`src/rtl/het_hop_scheduler.sv`:
```
// het_hop_scheduler: frequency-hopping sequencer that drives a DDS.
// It steps through a programmable frequency table. Each hop is a one-cycle
// LOAD, then an optional SETTLE period with ch_valid low, then a DWELL
// period with ch_valid high.
// Optional build macro: HET_HOP_PHASE_RESET_EN. When it is defined,
// nco_start drops during LOAD so the DDS accumulator restarts on every hop
// (phase-coherent hops). When it is undefined, nco_start stays high while
// busy (phase-continuous hops).
module het_hop_scheduler #(
   parameter int N_CH        = 8,
   parameter int WIDTH_PHASE = 32,
   parameter int WIDTH_DWELL = 16,
   localparam int CW         = (N_CH > 1) ? $clog2(N_CH) : 1
) (
   input  logic                   clk,
   input  logic                   reset_b,
   input  logic                   cfg_we,
   input  logic [CW-1:0]          cfg_addr,
   input  logic [WIDTH_PHASE-1:0] cfg_freq,
   input  logic [CW:0]            num_ch,
   input  logic [WIDTH_DWELL-1:0] settle,
   input  logic [WIDTH_DWELL-1:0] dwell,
   input  logic                   start,
   input  logic                   stop,
   output logic [WIDTH_PHASE-1:0] frequency,
   output logic [WIDTH_PHASE-1:0] phase,
   output logic                   nco_start,
   output logic [CW-1:0]          ch_idx,
   output logic                   hop_stb,
   output logic                   ch_valid,
   output logic                   busy
);

   typedef enum logic [1:0] {S_IDLE, S_LOAD, S_SETTLE, S_DWELL} state_t;

   localparam logic [CW:0] NUM_MAX = (CW+1)'(N_CH);
`ifdef HET_HOP_PHASE_RESET_EN
   localparam logic NCO_IN_LOAD = 1'b0;
`else
   localparam logic NCO_IN_LOAD = 1'b1;
`endif

   state_t                 r_state;
   logic [WIDTH_PHASE-1:0] r_table [N_CH];
   logic [CW:0]            r_num;
   logic [WIDTH_DWELL-1:0] r_settle;
   logic [WIDTH_DWELL-1:0] r_dwell;
   logic [WIDTH_DWELL-1:0] r_cnt;
   logic [WIDTH_PHASE-1:0] r_frequency;
   logic [CW-1:0]          r_ch_idx;
   logic                   r_hop_stb;
   logic                   r_ch_valid;
   logic                   r_busy;
   logic                   r_nco_start;

   logic [CW:0]            w_num_eff;
   logic [CW:0]            w_last;
   logic [CW-1:0]          w_ch_next;
   logic [WIDTH_DWELL-1:0] w_dwell_load;

   // Clamp the live channel count into 1..N_CH. Compute the wrap point from
   // the latched count and the down-counter preload for DWELL.
   always_comb begin
      w_num_eff = num_ch;
      if (num_ch == '0)
         w_num_eff = (CW+1)'(1);
      else if (num_ch > NUM_MAX)
         w_num_eff = NUM_MAX;
      w_last       = r_num - (CW+1)'(1);
      w_ch_next    = ({1'b0, r_ch_idx} >= w_last) ? '0 : r_ch_idx + CW'(1);
      w_dwell_load = (r_dwell == '0) ? '0 : r_dwell - WIDTH_DWELL'(1);
   end

   // Frequency table. Each entry takes writes at any time. A write that
   // lands on the same edge as a LOAD of that entry is seen on the next hop.
   generate
      for (genvar gi = 0; gi < N_CH; gi++) begin : g_table
         // One table entry: cleared by reset, otherwise written on address match.
         always_ff @(posedge clk) begin
            if (!reset_b)
               r_table[gi] <= '0;
            else if (cfg_we && (cfg_addr == CW'(gi)))
               r_table[gi] <= cfg_freq;
         end
      end
   endgenerate

   // Hop FSM. Registered outputs are updated on the edge that enters each
   // state. Configuration is latched on the edge that enters LOAD.
   always_ff @(posedge clk) begin
      if (!reset_b) begin
         r_state     <= S_IDLE;
         r_num       <= '0;
         r_settle    <= '0;
         r_dwell     <= '0;
         r_cnt       <= '0;
         r_frequency <= '0;
         r_ch_idx    <= '0;
         r_hop_stb   <= 1'b0;
         r_ch_valid  <= 1'b0;
         r_busy      <= 1'b0;
         r_nco_start <= 1'b0;
      end else if (stop) begin
         r_state     <= S_IDLE;
         r_hop_stb   <= 1'b0;
         r_ch_valid  <= 1'b0;
         r_busy      <= 1'b0;
         r_nco_start <= 1'b0;
      end else begin
         case (r_state)
            S_IDLE: begin
               if (start) begin
                  r_state     <= S_LOAD;
                  r_ch_idx    <= '0;
                  r_frequency <= r_table[0];
                  r_num       <= w_num_eff;
                  r_settle    <= settle;
                  r_dwell     <= dwell;
                  r_hop_stb   <= 1'b1;
                  r_busy      <= 1'b1;
                  r_nco_start <= NCO_IN_LOAD;
               end
            end
            S_LOAD: begin
               r_hop_stb   <= 1'b0;
               r_nco_start <= 1'b1;
               if (r_settle != '0) begin
                  r_state <= S_SETTLE;
                  r_cnt   <= r_settle - WIDTH_DWELL'(1);
               end else begin
                  r_state    <= S_DWELL;
                  r_cnt      <= w_dwell_load;
                  r_ch_valid <= 1'b1;
               end
            end
            S_SETTLE: begin
               if (r_cnt == '0) begin
                  r_state    <= S_DWELL;
                  r_cnt      <= w_dwell_load;
                  r_ch_valid <= 1'b1;
               end else begin
                  r_cnt <= r_cnt - WIDTH_DWELL'(1);
               end
            end
            S_DWELL: begin
               if (r_cnt == '0) begin
                  r_state     <= S_LOAD;
                  r_ch_idx    <= w_ch_next;
                  r_frequency <= r_table[w_ch_next];
                  r_num       <= w_num_eff;
                  r_settle    <= settle;
                  r_dwell     <= dwell;
                  r_hop_stb   <= 1'b1;
                  r_ch_valid  <= 1'b0;
                  r_nco_start <= NCO_IN_LOAD;
               end else begin
                  r_cnt <= r_cnt - WIDTH_DWELL'(1);
               end
            end
            default: r_state <= S_IDLE;
         endcase
      end
   end

   assign frequency = r_frequency;
   assign phase     = '0;
   assign nco_start = r_nco_start;
   assign ch_idx    = r_ch_idx;
   assign hop_stb   = r_hop_stb;
   assign ch_valid  = r_ch_valid;
   assign busy      = r_busy;

endmodule

```
`config.mk`:
```
export PLATFORM = sky130hd
export DESIGN_NAME = het_hop_scheduler
export DESIGN_NICKNAME = d
export VERILOG_FILES = /design/src/rtl/het_hop_scheduler.sv
export SDC_FILE = /design/constraint.sdc
export NUM_CORES = 1
export LEC_CHECK = 0
export ABC_CLOCK_PERIOD_IN_PS = 5100
export BUFFER_PORTS_ARGS = -buffer_cell sky130_fd_sc_hd__buf_4
export CAP_MARGIN = 15
export CELL_PAD_IN_SITES_DETAIL_PLACEMENT = 1
export CELL_PAD_IN_SITES_GLOBAL_PLACEMENT = 2
export CORE_MARGIN = 4
export CORE_UTILIZATION = 30
export DETAILED_ROUTE_END_ITERATION = 8
export PLACE_DENSITY = 0.62
export SLEW_MARGIN = 40
export SYNTH_ARGS = -nofsm -noshare
export SYNTH_HDL_FRONTEND = slang
export SYNTH_SLANG_ARGS = --single-unit
```
`constraint.sdc`:
```
create_clock -name clk -period 5.1 [get_ports clk]
set_input_delay 1.02 -clock clk [delete_from_list [all_inputs] [get_ports clk]]
set_output_delay 1.02 -clock clk [all_outputs]
set_load 0.02 [all_outputs]
```
Word level (Yosys, flattened, before mapping)
Memory sizes are Yosys's and may differ from the RTL's.
Cells that the tools add are included.

word-level totals
  bits in registers = 93
  bits in writable memories = 256
  input port bits = 76
  output and inout port bits = 71
  word-level logic and storage cells = 136
  memories kept = 1

cells by class
  $add $sub $neg = 5
  magnitude comparators = 2
  eq/ne operators = 15
  multiplexer cells = 68
  bitwise operators = 10
  reductions and logical operators = 24

memory list
  memory   depth  bits a word  read ports  clocked after memory_dff  wr ports  line  text
  r_table  8      32           2           0                         8         44    logic [WIDTH_PHASE-1:0] r_table [N_CH];

operator list
  operator                                             count
  2-to-1 mux 32 bit                                    10
  2-to-1 mux 16 bit                                    8
  case mux 16 bit (2 select lines)                     2
  case mux 32 bit (2 select lines)                     1
  case mux 16 bit (3 select lines)                     1
  subtractor 16 x 1 -> 16 bit, second input constant   3
  zero test 16 bit                                     2
  2-to-1 mux 1 bit                                     30
  2-to-1 mux 4 bit                                     4
  nonzero test 16 bit                                  1
  equality test 3 bit, second input constant           4
  != test 2 bit, second input constant                 5
  2-to-1 mux 3 bit                                     3
  case mux 1 bit (3 select lines)                      3
  AND reduction 3 bit                                  3
  logical AND 1 bit                                    8
  OR 1 bit                                             8
  case mux 2 bit (4 select lines)                      1
  case mux 4 bit (2 select lines)                      1
  AND reduction 4 bit                                  2
  equality test 3 x 2 -> 1 bit, second input constant  2
  2-to-1 mux 2 bit                                     3
  case mux 3 bit (2 select lines)                      1
  nonzero test 3 bit                                   2
  14 further kinds                                     16

Longest topological paths before layout
  depth in word-level cells = 6
  mapped depth = 12
  mapped depth without buffers = 8

Least setup slack after synthesis
No wires, ideal clock.

  path kind = input -> register
  start = input cfg_addr[2]
  end = memory r_table[0][0] (enable)
  setup time = 0.470 ns
  data arrival time = 3.617 ns
  required time = 4.630 ns
  path slack = 1.013 ns
  stages = 2
  path buffers = 0
  cell sequence = nand2b_1 o31ai_1

RTL lines
  item                line  text
  start: declaration  18    input logic [CW-1:0] cfg_addr,
  end: declaration    44

Final worst setup path
  start = register r_cnt[0]
  end = register r_cnt[10]

between the ends
  cells in the longest elaborated chain, start to end = 3
  elaborated cells on any way between the ends = 7
  classes of those cells = add/sub (1); eq/ne (1); mux (3); reduce/logical (2)

ends and longest elaborated chain
  item                                                                     line  text
  start: declaration                                                       48    logic [WIDTH_DWELL-1:0] r_cnt;
  start signal: assignment                                                 129   r_cnt <= r_settle - WIDTH_DWELL'(1);
  start signal: assignment                                                 132   r_cnt <= w_dwell_load;
  start signal: assignment                                                 139   r_cnt <= w_dwell_load;
  subtractor 16 x 1 -> 16 bit or zero test 16 bit (tied branches)          --
  2-to-1 mux 16 bit, or another cell as far along                          146   if (r_cnt == '0) begin
  case mux 16 bit (3 select lines) or AND reduction 3 bit (tied branches)  --

Several ways; a longest one is shown, not always the timed one. The select of a mux whose other input is x is not followed.
A chain may end at the register's enable or synchronous reset.

==> run_results.csv <==
group,metric,value,unit
logic_synthesis,netlist_area,16860,um^2
logic_synthesis,synth_ff_type,"edfxtp_1",
die,core-area,55420,um^2
worst_setup_path,critPathRequiredTime,5.55,ns
clock_tree,clockRootBuffer,"clkbuf_16",
clock_tree,cts_buffers,42,
global_route,grt_max_degree,82,
global_route,met1_usage,0.2536,
hold_path,hold_path_depth,2,
worst_setup_path,critPathLaunchType,"flip-flop",
clock_tree,clock_latency,0.59,ns
routing,ant_nets,0,
routing,remaining_drc_errors,0,
logic_synthesis,seq_area_frac_synth,0.5664,
timing,slew_headroom,0.4734,
logic_synthesis,yosys.area_share.simple,0.1763,
timing,clock.fmax,288.0,MHz
worst_setup_path,crit_path_top_delay_cell,"or4_1",
logic_synthesis,synth_cell_types,59,
worst_setup_path,worstRegToRegCells,8,
clock_tree,holdBufCountCts,0,
finish,area_growth,20.04,%
logic_synthesis,ys_ff_latch,349,
worst_setup_path,max_stage_delay,0.77,ns
timing,finalClockSkew,0.02532,ns
status,status,"complete, no violations",
timing,fin_crit_sh,0.6809,
global_route,use_met3,0.02993,
logic_synthesis,synthCells,1536,
timing,grt_setup_unrepaired,"no",
logic_synthesis,synth_top_area_cell,"edfxtp_1",
power,clkPwrFrac,0.405,
routing,postRouteWirelength,54.78,mm
worst_setup_path,critPathBufInv,1,
logic_synthesis,synth_top_family_by_area,"simple AND/OR/NAND/NOR gates",
timing,report.final.hold_viol_count,0,
timing,fin_tns_setup,0,ns
logic_synthesis,yosysWarnings,0,
finish,drive_gt1_frac,0.1739,
logic_synthesis,synth_compound_area_frac,0.1368,
worst_setup_path,path_cells,"inv_1 -> ha_1 -> or4b_2 -> or4_1 -> a21oi_2 -> o32ai_1 -> o21ai_0 -> nand2_1",
run,cap_violations,0,
logic_synthesis,yosys.area_share.adder,0.01113,
power,pwr-share-seq,0.468,
routing,vias,12240,
power,p_int,5.180,mW
power,sw_frac_of_total,0.2709,
global_route,antenna_found_initial,3,
timing,slew_violations,0,
finish,ff_latch_area,9550,um^2
power,p_leak,7.483,nW
power,irDropWorstVdd,0.2100,mV
clock_tree,cts.clk_slew.worst_paths,0.06,ns
timing,min_period,3.473,ns
die,io_pins,147,
clock_tree,cts_tree,"done",
clock_tree,cts_buffer_depth,3,
die,die-area,60050,um^2
finish,layout_common_cells,"and2_1 (259), edfxtp_1 (256), nand2_1 (164)",
finish,layout_commonest_cell,"and2_1",
routing,firstDrtPassIters,5,
routing,via_per_inst,5.049,
worst_setup_path,critical-path-top-delay-family,"simple AND/OR/NAND/NOR gates",
worst_setup_path,cp_num_cells,8,
routing,wl_per_cell,22.60,um
clock_tree,cts_setup_buffers,0,
timing,worst_hold_slack,0.4453,ns
global_route,grt_overflow_total,0,
clock_tree,ctsHtreeMaxLevel,2,
power,power_density,351.1,nW/um^2
power,combPwrFrac,0.127,
die,chipWidth,245.1,um
logic_synthesis,muxShareOfSynthArea,0.04334,
die,start_util,0.3042,
hold_path,min_path_type,"flip-flop to flip-flop",
logic_synthesis,synth_top_area_frac,0.4560,
global_route,grt_pass1_wl,82.90,mm
logic_synthesis,synth_xor_xnor_area_share,0.01662,
die,rows,86,
timing,worstMarginPinSlew,0.7899,ns
global_route,met2_usage,0.2921,
global_route,globalRoute.busiestLayer,"met2",
die,dieHeight,245.1,um
place,dp_hpwl,34.88,mm
worst_setup_path,critPathCaptureType,"flip-flop",
clock_tree,cts_sinks,349,
worst_setup_path,cp_max_fo,16,
global_route,first_global_vias,12940,
global_route,grt_usage,0.1814,
logic_synthesis,async_flop_share,0,
logic_synthesis,post_synth.cell_area_avg,10.98,um^2
place,port_buffers,114,
logic_synthesis,synthTopCellsByArea,"edfxtp_1 (46%), dfxtp_1 (11%), and2_1 (9.6%)",
worst_setup_path,cp_data_arrival_time,3.93,ns
routing,drt_iter0_drc,774,
finish,fill_cells,5991,
finish,multi_input_area,6817,um^2
finish,fin_util,0.3652,
power,p_sw,1.925,mW
place,gp_congestion,0.8160,
clock_tree,cts_resized,0,
worst_setup_path,crit_type,"flip-flop to flip-flop",
finish,layout.nets,1730,
timing,setup_viol,0,
logic_synthesis,synth_edf_count,256,
[flip-flops by register name, summed over array words and instances (netlist names)]
name	cells
r_num	4
nco_start	1
ch_valid	1
frequency	32
r_cnt	16
busy	1
r_table	256
r_dwell	16
hop_stb	1
r_settle	16
r_state	2
ch_idx	3
[through the flow]
stage	power, mW	worst slack [ns]	area [um^2]	std cells
after floorplan	3.919	1.013	16980	1567
after global placement	4.262	1.635	18570	2324
after detailed placement	4.298	1.601	18910	2342
after CTS	7.217	1.587	20210	2420
after global routing	7.428	1.504	20230	2421
final	7.105	1.627	20240	2424
[cell families after synthesis]
family                     Yosys count
other                                1
DFF                                349
AOI/OAI and AO/OA                  369
xor gates and xnor gates            32
adders and majority gates           15
muxes                               33
and+or+nand+nor                    556
buffers and inverters              181
[layer usage]
layer	share of wire	vias up
li1	-	5713
met4	0.023	4
met2	0.46	235
met3	0.043	74
met1	0.47	6213
met5	0.00049	-
[worst paths after layout]
check	start	end	slack, ns
hold / removal	r_cnt[10]$_SDFFE_PN0P_	r_cnt[10]$_SDFFE_PN0P_	0.45
setup reg to reg	r_cnt[0]$_SDFFE_PN0P_	r_cnt[10]$_SDFFE_PN0P_	1.63
setup / recovery	r_cnt[0]$_SDFFE_PN0P_	r_cnt[10]$_SDFFE_PN0P_	1.63
hold reg to reg	r_cnt[10]$_SDFFE_PN0P_	r_cnt[10]$_SDFFE_PN0P_	0.45
[power groups by stage]
stage | combinational (mW) | clock [mW] | sequential [mW]
CTS | 0.918 | 2.97 | 3.33
detailed placement | 0.914 | 0 | 3.38
finish | 0.905 | 2.88 | 3.32
floorplan | 0.529 | 0 | 3.39
global placement | 0.883 | 0 | 3.38
global route | 0.993 | 3.09 | 3.34
[synth_stat cells, types with 6 or more instances]
cell type	n
and2_1	259
edfxtp_1	256
nand2_1	164
dfxtp_1	93
a21oi_1	87
clkbuf_1	86
o21ai_0	74
a31oi_1	69
inv_1	44
a21boi_1	38
nor2_1	37
buf_4	35
o221ai_1	33
mux4_2	32
o21ai_1	26
nand3_1	17
nor3_1	16
xnor2_1	16
xor2_1	16
ha_1	15
nor4_1	15
buf_2	9
nand2b_1	9
or4_1	8
or3_1	7
buf_1	6
[area by class of cell]
cell class,count,share of cell area
flip-flops and latches,349,0.4719
multi-input cells,1037,0.3368
repair buffers,165,0.07221
clock buffers,55,0.05534
well taps,748,0.04625
clock inverters,23,0.008903
inverters,44,0.008161
diodes,3,0.0003710
[worst min-delay path: cells and delay by family (launching register included)]
kind	cells	cell delay (ns)
flip-flops	1	0.30
AND/OR/NAND/NOR	2	0.10
No activity file was read; power rests on OpenSTA's default activity.
